File: config.mk
export PLATFORM = sky130hd
export DESIGN_NAME = read_burst_realigner
export DESIGN_NICKNAME = d
export VERILOG_FILES = /design/src/rtl/read_burst_pkg.sv /design/src/rtl/byte_merge_shifter.sv /design/src/rtl/read_burst_realigner.sv
export SDC_FILE = /design/constraint.sdc
export NUM_CORES = 1
export LEC_CHECK = 0
export CELL_PAD_IN_SITES_DETAIL_PLACEMENT = 0
export CELL_PAD_IN_SITES_GLOBAL_PLACEMENT = 1
export CORE_MARGIN = 8
export CORE_UTILIZATION = 25
export CTS_BUF_LIST = sky130_fd_sc_hd__clkbuf_4 sky130_fd_sc_hd__clkbuf_8 sky130_fd_sc_hd__clkbuf_16
export DETAILED_ROUTE_END_ITERATION = 16
export GPL_TIMING_DRIVEN = 0
export PLACE_DENSITY = 0.56
export SLEW_MARGIN = 20
export SYNTH_ARGS = -nofsm -noshare
export SYNTH_HDL_FRONTEND = slang
export SYNTH_SLANG_ARGS = --single-unit
File: constraint.sdc
create_clock -name clk -period 5.76 [get_ports clk]
set_input_delay 1.152 -clock clk [delete_from_list [all_inputs] [get_ports clk]]
set_output_delay 1.152 -clock clk [all_outputs]
set_load 0.02 [all_outputs]
File: src/rtl/read_burst_pkg.sv
// Shared state encoding and byte/strobe helpers for read_burst_realigner.
package read_burst_pkg;

    typedef enum logic [1:0] {S_IDLE, S_PRIME, S_STREAM, S_FLUSH} state_t;

    localparam int unsigned MAX_BYTES = 64;

    function automatic int unsigned bytes_of(input int unsigned width);
        return width / 8;
    endfunction

    // Low (rem mod nbytes) strobes set; a whole-beat tail keeps every byte.
    function automatic logic [MAX_BYTES-1:0] tail_strb(input int unsigned rem,
                                                       input int unsigned nbytes);
        int unsigned r;
        r = rem % nbytes;
        if (r == 0) return '1;
        return (MAX_BYTES'(1) << r) - MAX_BYTES'(1);
    endfunction

endpackage

File: src/rtl/byte_merge_shifter.sv
// Combinational byte funnel: low DATA_WIDTH bits of {hi, lo} >> shamt bytes.
module byte_merge_shifter #(
    parameter int unsigned DATA_WIDTH = 64
) (
    input  logic [DATA_WIDTH-1:0]           hi,
    input  logic [DATA_WIDTH-1:0]           lo,
    input  logic [$clog2(DATA_WIDTH/8)-1:0] shamt,
    output logic [DATA_WIDTH-1:0]           merged
);

    always_comb begin
        merged = DATA_WIDTH'({hi, lo} >> {shamt, 3'b000});
    end

endmodule

File: src/rtl/read_burst_realigner.sv
// Repacks an offset read burst to byte 0 and trims it to an exact byte length.
// Define READ_BURST_REALIGNER_STRB_EN for the o_strb port and tail-byte zeroing.
module read_burst_realigner
    import read_burst_pkg::*;
#(
    parameter int unsigned DATA_WIDTH = 64,
    parameter int unsigned LEN_WIDTH  = 16
) (
    input  logic                            clk,
    input  logic                            rst,
    input  logic                            i_valid,
    output logic                            i_ready,
    input  logic                            i_start,
    input  logic                            i_end,
    input  logic [DATA_WIDTH-1:0]           i_data,
    input  logic [$clog2(DATA_WIDTH/8)-1:0] i_shamt,
    input  logic [LEN_WIDTH-1:0]            i_len,
    output logic                            o_valid,
    input  logic                            o_ready,
    output logic                            o_start,
    output logic                            o_end,
    output logic [DATA_WIDTH-1:0]           o_data,
`ifdef READ_BURST_REALIGNER_STRB_EN
    output logic [DATA_WIDTH/8-1:0]         o_strb,
`endif
    output logic                            o_idle
);

    localparam int unsigned          B     = bytes_of(DATA_WIDTH);
    localparam int unsigned          SW    = $clog2(B);
    localparam logic [LEN_WIDTH-1:0] B_LEN = LEN_WIDTH'(B);

    state_t                state;
    logic [DATA_WIDTH-1:0] prev;
    logic [SW-1:0]         shamt_r;
    logic [LEN_WIDTH-1:0]  rem;
    logic                  first_r;

    logic                  out_free;
    logic                  accept;
    logic                  is_start;
    logic [LEN_WIDTH-1:0]  eff_rem;
    logic [SW-1:0]         eff_shamt;
    logic                  emit_in;
    logic                  emit_flush;
    logic [DATA_WIDTH-1:0] sh_hi;
    logic [DATA_WIDTH-1:0] merged;
    logic [DATA_WIDTH-1:0] beat_data;
    logic [DATA_WIDTH-1:0] out_data;
    logic                  beat_end;
    logic [LEN_WIDTH-1:0]  rem_next;
`ifdef READ_BURST_REALIGNER_STRB_EN
    logic [B-1:0]          beat_strb;
`endif

    // One shifter serves both paths: the flush beat merges zeros above the held beat.
    byte_merge_shifter #(
        .DATA_WIDTH(DATA_WIDTH)
    ) u_shifter (
        .hi    (sh_hi),
        .lo    (prev),
        .shamt (shamt_r),
        .merged(merged)
    );

    always_comb begin
        out_free   = !o_valid || o_ready;
        i_ready    = (state != S_FLUSH) && out_free;
        o_idle     = (state == S_IDLE) && !o_valid;
        accept     = i_valid && i_ready;
        is_start   = accept && i_start;
        eff_rem    = is_start ? i_len : rem;
        eff_shamt  = is_start ? i_shamt : shamt_r;
        emit_flush = (state == S_FLUSH) && out_free && (rem != '0);
        emit_in    = accept && (eff_rem != '0) &&
                     (is_start ? (i_shamt == '0) : (state == S_PRIME || state == S_STREAM));
        sh_hi      = (state == S_FLUSH) ? '0 : i_data;
        beat_data  = ((state != S_FLUSH) && (eff_shamt == '0)) ? i_data : merged;
        beat_end   = (state == S_FLUSH) || (eff_rem <= B_LEN);
        rem_next   = (eff_rem > B_LEN) ? eff_rem - B_LEN : '0;
        out_data   = beat_data;
`ifdef READ_BURST_REALIGNER_STRB_EN
        beat_strb  = beat_end ? B'(tail_strb(32'(eff_rem), B)) : '1;
        for (int unsigned i = 0; i < B; i++) begin
            if (!beat_strb[i]) out_data[i*8 +: 8] = '0;
        end
`endif
    end

    always_ff @(posedge clk or posedge rst) begin
        if (rst) begin
            state   <= S_IDLE;
            prev    <= '0;
            shamt_r <= '0;
            rem     <= '0;
            first_r <= 1'b0;
            o_valid <= 1'b0;
            o_start <= 1'b0;
            o_end   <= 1'b0;
            o_data  <= '0;
`ifdef READ_BURST_REALIGNER_STRB_EN
            o_strb  <= '0;
`endif
        end else begin
            if (emit_in || emit_flush) begin
                o_valid <= 1'b1;
                o_start <= is_start || first_r;
                o_end   <= beat_end;
                o_data  <= out_data;
`ifdef READ_BURST_REALIGNER_STRB_EN
                o_strb  <= beat_strb;
`endif
                first_r <= 1'b0;
            end else begin
                if (o_ready) o_valid <= 1'b0;
                if (is_start) first_r <= 1'b1;
            end

            if (accept) begin
                prev <= i_data;
                if (is_start) begin
                    // A start beat in any state restarts the burst; held output is untouched.
                    shamt_r <= i_shamt;
                    rem     <= emit_in ? rem_next : i_len;
                    if (i_end)
                        state <= ((i_shamt != '0) && (i_len != '0)) ? S_FLUSH : S_IDLE;
                    else
                        state <= (i_shamt != '0) ? S_PRIME : S_STREAM;
                end else if (state != S_IDLE) begin
                    if (emit_in) rem <= rem_next;
                    if (i_end)
                        state <= (emit_in && (shamt_r != '0) && (rem_next != '0)) ? S_FLUSH : S_IDLE;
                    else
                        state <= S_STREAM;
                end
            end else if ((state == S_FLUSH) && out_free) begin
                rem   <= '0;
                state <= S_IDLE;
            end
        end
    end

endmodule

==> results.py, run 1 <==
metrics = {
    "placement": {
        "hpwl_mm": 44.0,
        "placed_area_um2": 12900,
        "numPortBuffers": 153,
        "place_congestion": 1.00,
    },
    "cts": {
        "htreeDepth": 4,
        "cts_hold_buf": 0,
        "insertion_delay_ns": 0.45,
        "ctsRootBufferMaster": "clkbuf_16",
        "clock_tree.buffer_depth": 2,
        "cts_tree": "done",
        "clk_pin_slew_ns": 0.06,
        "cts.sinks": 153,
        "numCtsBuffers": 17,
    },
    "route": {
        "via_count": 10600,
        "via_per_inst": 5.32,
        "firstDrtPassIters": 5,
        "drc": 0,
        "drtIter0Drc": 940,
        "antenna_left": 0,
        "drt_wl_total_mm": 54.5,
        "wire_per_inst_um": 27.4,
    },
    "yosys": {
        "postSynthNetCount": 1351,
        "synthMuxAreaShare_pct": 18.6,
        "yosysTopAreaCell": "dfrtp_1",
        "synth_most_common_cell": "nand2_1",
        "synth.avg_cell_area_um2": 8.43,
        "synthTopCellsByArea": "dfrtp_1 (36%), nand2_1 (10%), mux2i_1 (9.0%)",
        "synthXorXnorAreaFrac_pct": 1.07,
        "synthCells": 1259,
        "synth_common_cells": "nand2_1 (287), dfrtp_1 (153), nor2_1 (153)",
        "yosysSeqAreaShare_pct": 36.1,
        "synth_fa_ha_area_share_pct": 0.354,
        "ys_async_sr_fraction_pct": 100,
        "ys_warn_count": 0,
        "yosys.area_share.simple_pct": 22.7,
        "ys_types": 65,
        "synth-edff-count": 0,
        "netlist_area_um2": 10600,
        "synth_compound_area_share_pct": 16.4,
        "synth_seq_cells": 153,
        "synth_top_area_share_pct": 36.1,
        "synth_top_family_by_area": "simple AND/OR/NAND/NOR gates",
        "ys.flop_type": "dfrtp_1",
    },
    "die": {
        "die_y_um": 222,
        "core_um2": 41900,
        "dieArea_um2": 49300,
        "start_util_pct": 25.3,
        "rows": 75,
        "io_pins": 158,
        "die_x_um": 222,
    },
    "finish": {
        "nFillCells": 4514,
        "drive_gt1_share_pct": 9.66,
        "stdcell_area_um2": 13400,
        "final_nets": 1528,
        "syn_to_final_growth_pct": 26.5,
    },
    "status": {
        "status": "complete, no violations",
    },
    "global_routing": {
        "grt_pass1_wl_mm": 79.1,
        "grt_max_degree": 86,
        "track_usage_pct": 22.0,
        "grt_pass1_vias": 10900,
        "overflow": 0,
        "use_met1_pct": 29.1,
        "globalRouteMet2Util_pct": 34.3,
        "antenna_found_initial": 3,
        "met3_usage_pct": 5.05,
        "busiest_layer": "met2",
    },
    "pwr": {
        "combinationalPowerShare_pct": 64.2,
        "powerDensity_nw_per_um2": 689,
        "clkPwrFrac_pct": 11.4,
        "vdd_drop_max_v": 0.000276,
        "pwr-share-seq_pct": 24.4,
        "p_int_mw": 4.47,
        "p_leak_nw": 5.46,
        "swShare_pct": 51.6,
        "power_switching_mw": 4.78,
    },
    "worst_setup_path": {
        "critPathRequiredTime_ns": 6.07,
        "path_max_fanout": 10,
        "critPathArrivalTime_ns": 5.59,
        "rrSetupSlack_ns": 0.83,
        "cp-end-kind": "flop",
        "cp-start-kind": "input port",
        "critical_path_class": "in -> reg",
    },
    "timing": {
        "tightest_slew_ns": 1.04,
        "drv_slew": 0,
        "rsz0062_at_grt": "false",
        "period_share_pct": 91.7,
        "max_freq_ghz": 0.189,
        "setup_viol": 0,
        "max-slew-margin-rel_pct": 30.7,
        "finalHoldViolations": 0,
        "tns_ns": 0,
        "period_needed_ns": 5.28,
        "fin_skew_ns": 0.0128,
    },
    "run": {
        "timing.max_cap.violations": 0,
    },
    "hold_path": {
        "hold_class": "reg -> reg",
    },
}
-- placed cells by master (no fill, tap or decap), drive strengths merged, types with 5 or more instances in the layout --
| master | Yosys | final |
|---|---|---|
| o31a | 9 | 9 |
| mux2i | 95 | 95 |
| o31ai | 6 | 6 |
| nor2 | 153 | 153 |
| inv | 12 | 13 |
| nand2b | 8 | 8 |
| xnor2 | 6 | 6 |
| a211oi | 35 | 35 |
| nor3 | 38 | 38 |
| nand4 | 6 | 6 |
| mux2 | 11 | 11 |
| nand3 | 13 | 13 |
| buf | 48 | 53 |
| clkdlybuf4s50 | 0 | 153 |
| dfrtp | 153 | 153 |
| mux4 | 40 | 40 |
| o21a | 8 | 8 |
| a21oi | 94 | 94 |
| o211ai | 19 | 19 |
| clkinv | 0 | 6 |
| xor2 | 7 | 7 |
| a2bb2oi | 8 | 8 |
| a22oi | 5 | 5 |
| or3 | 18 | 18 |
| o21ai | 68 | 68 |
| nor2b | 11 | 11 |
| clkbuf | 55 | 76 |
| nand2 | 287 | 287 |
-- repair_timing --
action	in CTS	in global routing
gates resized for setup	1	0
buffers inserted	0	4
endpoints found under the setup margin	2	3
pin swaps	0	1
cloned	0	0
-- area by class of cell --
class	instances	area, um2	share of cell area (%)
Timing Repair Buffer	158	1590	11.8
Antenna cell	2	5.00	0.0373
Clock buffer	21	455	3.39
Inverter	12	52.6	0.392
Tap cell	539	674	5.03
Clock inverter	11	76.3	0.569
Multi-Input combinational cell	991	6280	46.8
Sequential cell	153	3830	28.5
Buffer	103	460	3.43
-- critical path: stages --
cell             delay (ns)
clkdlybuf4s50_1        0.46
and2b_1                0.24
nor3_4                 0.28
clkbuf_1               0.44
buf_2                  0.41
mux2i_1                0.23
ha_1                   0.32
or4b_4                 0.55
nor4_1                 0.39
mux2i_1                0.22
xnor2_1                0.22
nand4b_1               0.17
nor4_2                 0.40
o22ai_1                0.11
-- through the flow --
step	worst slack, ns	util, %	power (mW)	instances	hold WS, ns
floorplan	0.487	-	5.67	1259	0.441
global placement	-2.14	30.6	8.13	1951	0.469
detailed placement	-0.601	30.6	8.14	1952	0.477
CTS	0.147	31.9	9.24	1984	0.491
global route	0.148	32.0	9.81	1988	0.516
finish	0.478	32.0	9.25	1990	0.485
-- cell families (layout without fill, tap and decap cells) --
logic type      after synthesis  count (layout)
simple gates                553             553
compound gates              276             276
flops                       153             153
mux                         146             146
buf+inv                     115             305
xor+xnor                     13              13
fa+ha+maj                     3               3
other cells                   0               2
-- sequential cells by signal, summed over array words and instances, names as in the netlist --
| signal | cells |
|---|---|
| o_valid | 1 |
| o_start | 1 |
| o_data | 64 |
| shamt_r | 3 |
| o_end | 1 |
| state | 2 |
| rem | 16 |
| first_r | 1 |
| prev | 64 |
-- worst paths after layout --
kind,start,to,depth (start not counted)
setup reg to reg,state[0],state[1],15
hold reg to reg,first_r,first_r,2
max in group asynchronous,rst,o_data[20],3
hold / removal,first_r,first_r,2
setup / recovery,o_ready,state[1],14
min in group asynchronous,rst,o_data[40],2
-- power by group through the flow --
stage                     combinational, mW  sequential (mW)  clock (mW)
after global routing                   6.37             2.31        1.13
after floorplan                        3.46             2.21           0
after CTS                              5.92             2.24        1.09
after global placement                 5.88             2.25           0
final                                  5.94             2.26        1.05
after detailed placement               5.89             2.25           0
-- per-layer routing --
| layer | wire length, um | vias to the layer above |
|---|---|---|
| li1 | - | 4805 |
| met1 | 24400 | 5277 |
| met2 | 24800 | 399 |
| met3 | 3410 | 100 |
| met4 | 1870 | 2 |
| met5 | 13 | - |
(Power assumes the default switching activity.)
==> inputs of run 2 (changes only) <==
--- a/config.mk
+++ b/config.mk
@@ -17,3 +17,4 @@
 export SYNTH_ARGS = -nofsm -noshare
 export SYNTH_HDL_FRONTEND = slang
 export SYNTH_SLANG_ARGS = --single-unit
+export TNS_END_PERCENT = 100
==> results of run 2 <==
The final DEF is identical to that of run 1; final timing and power are the same.
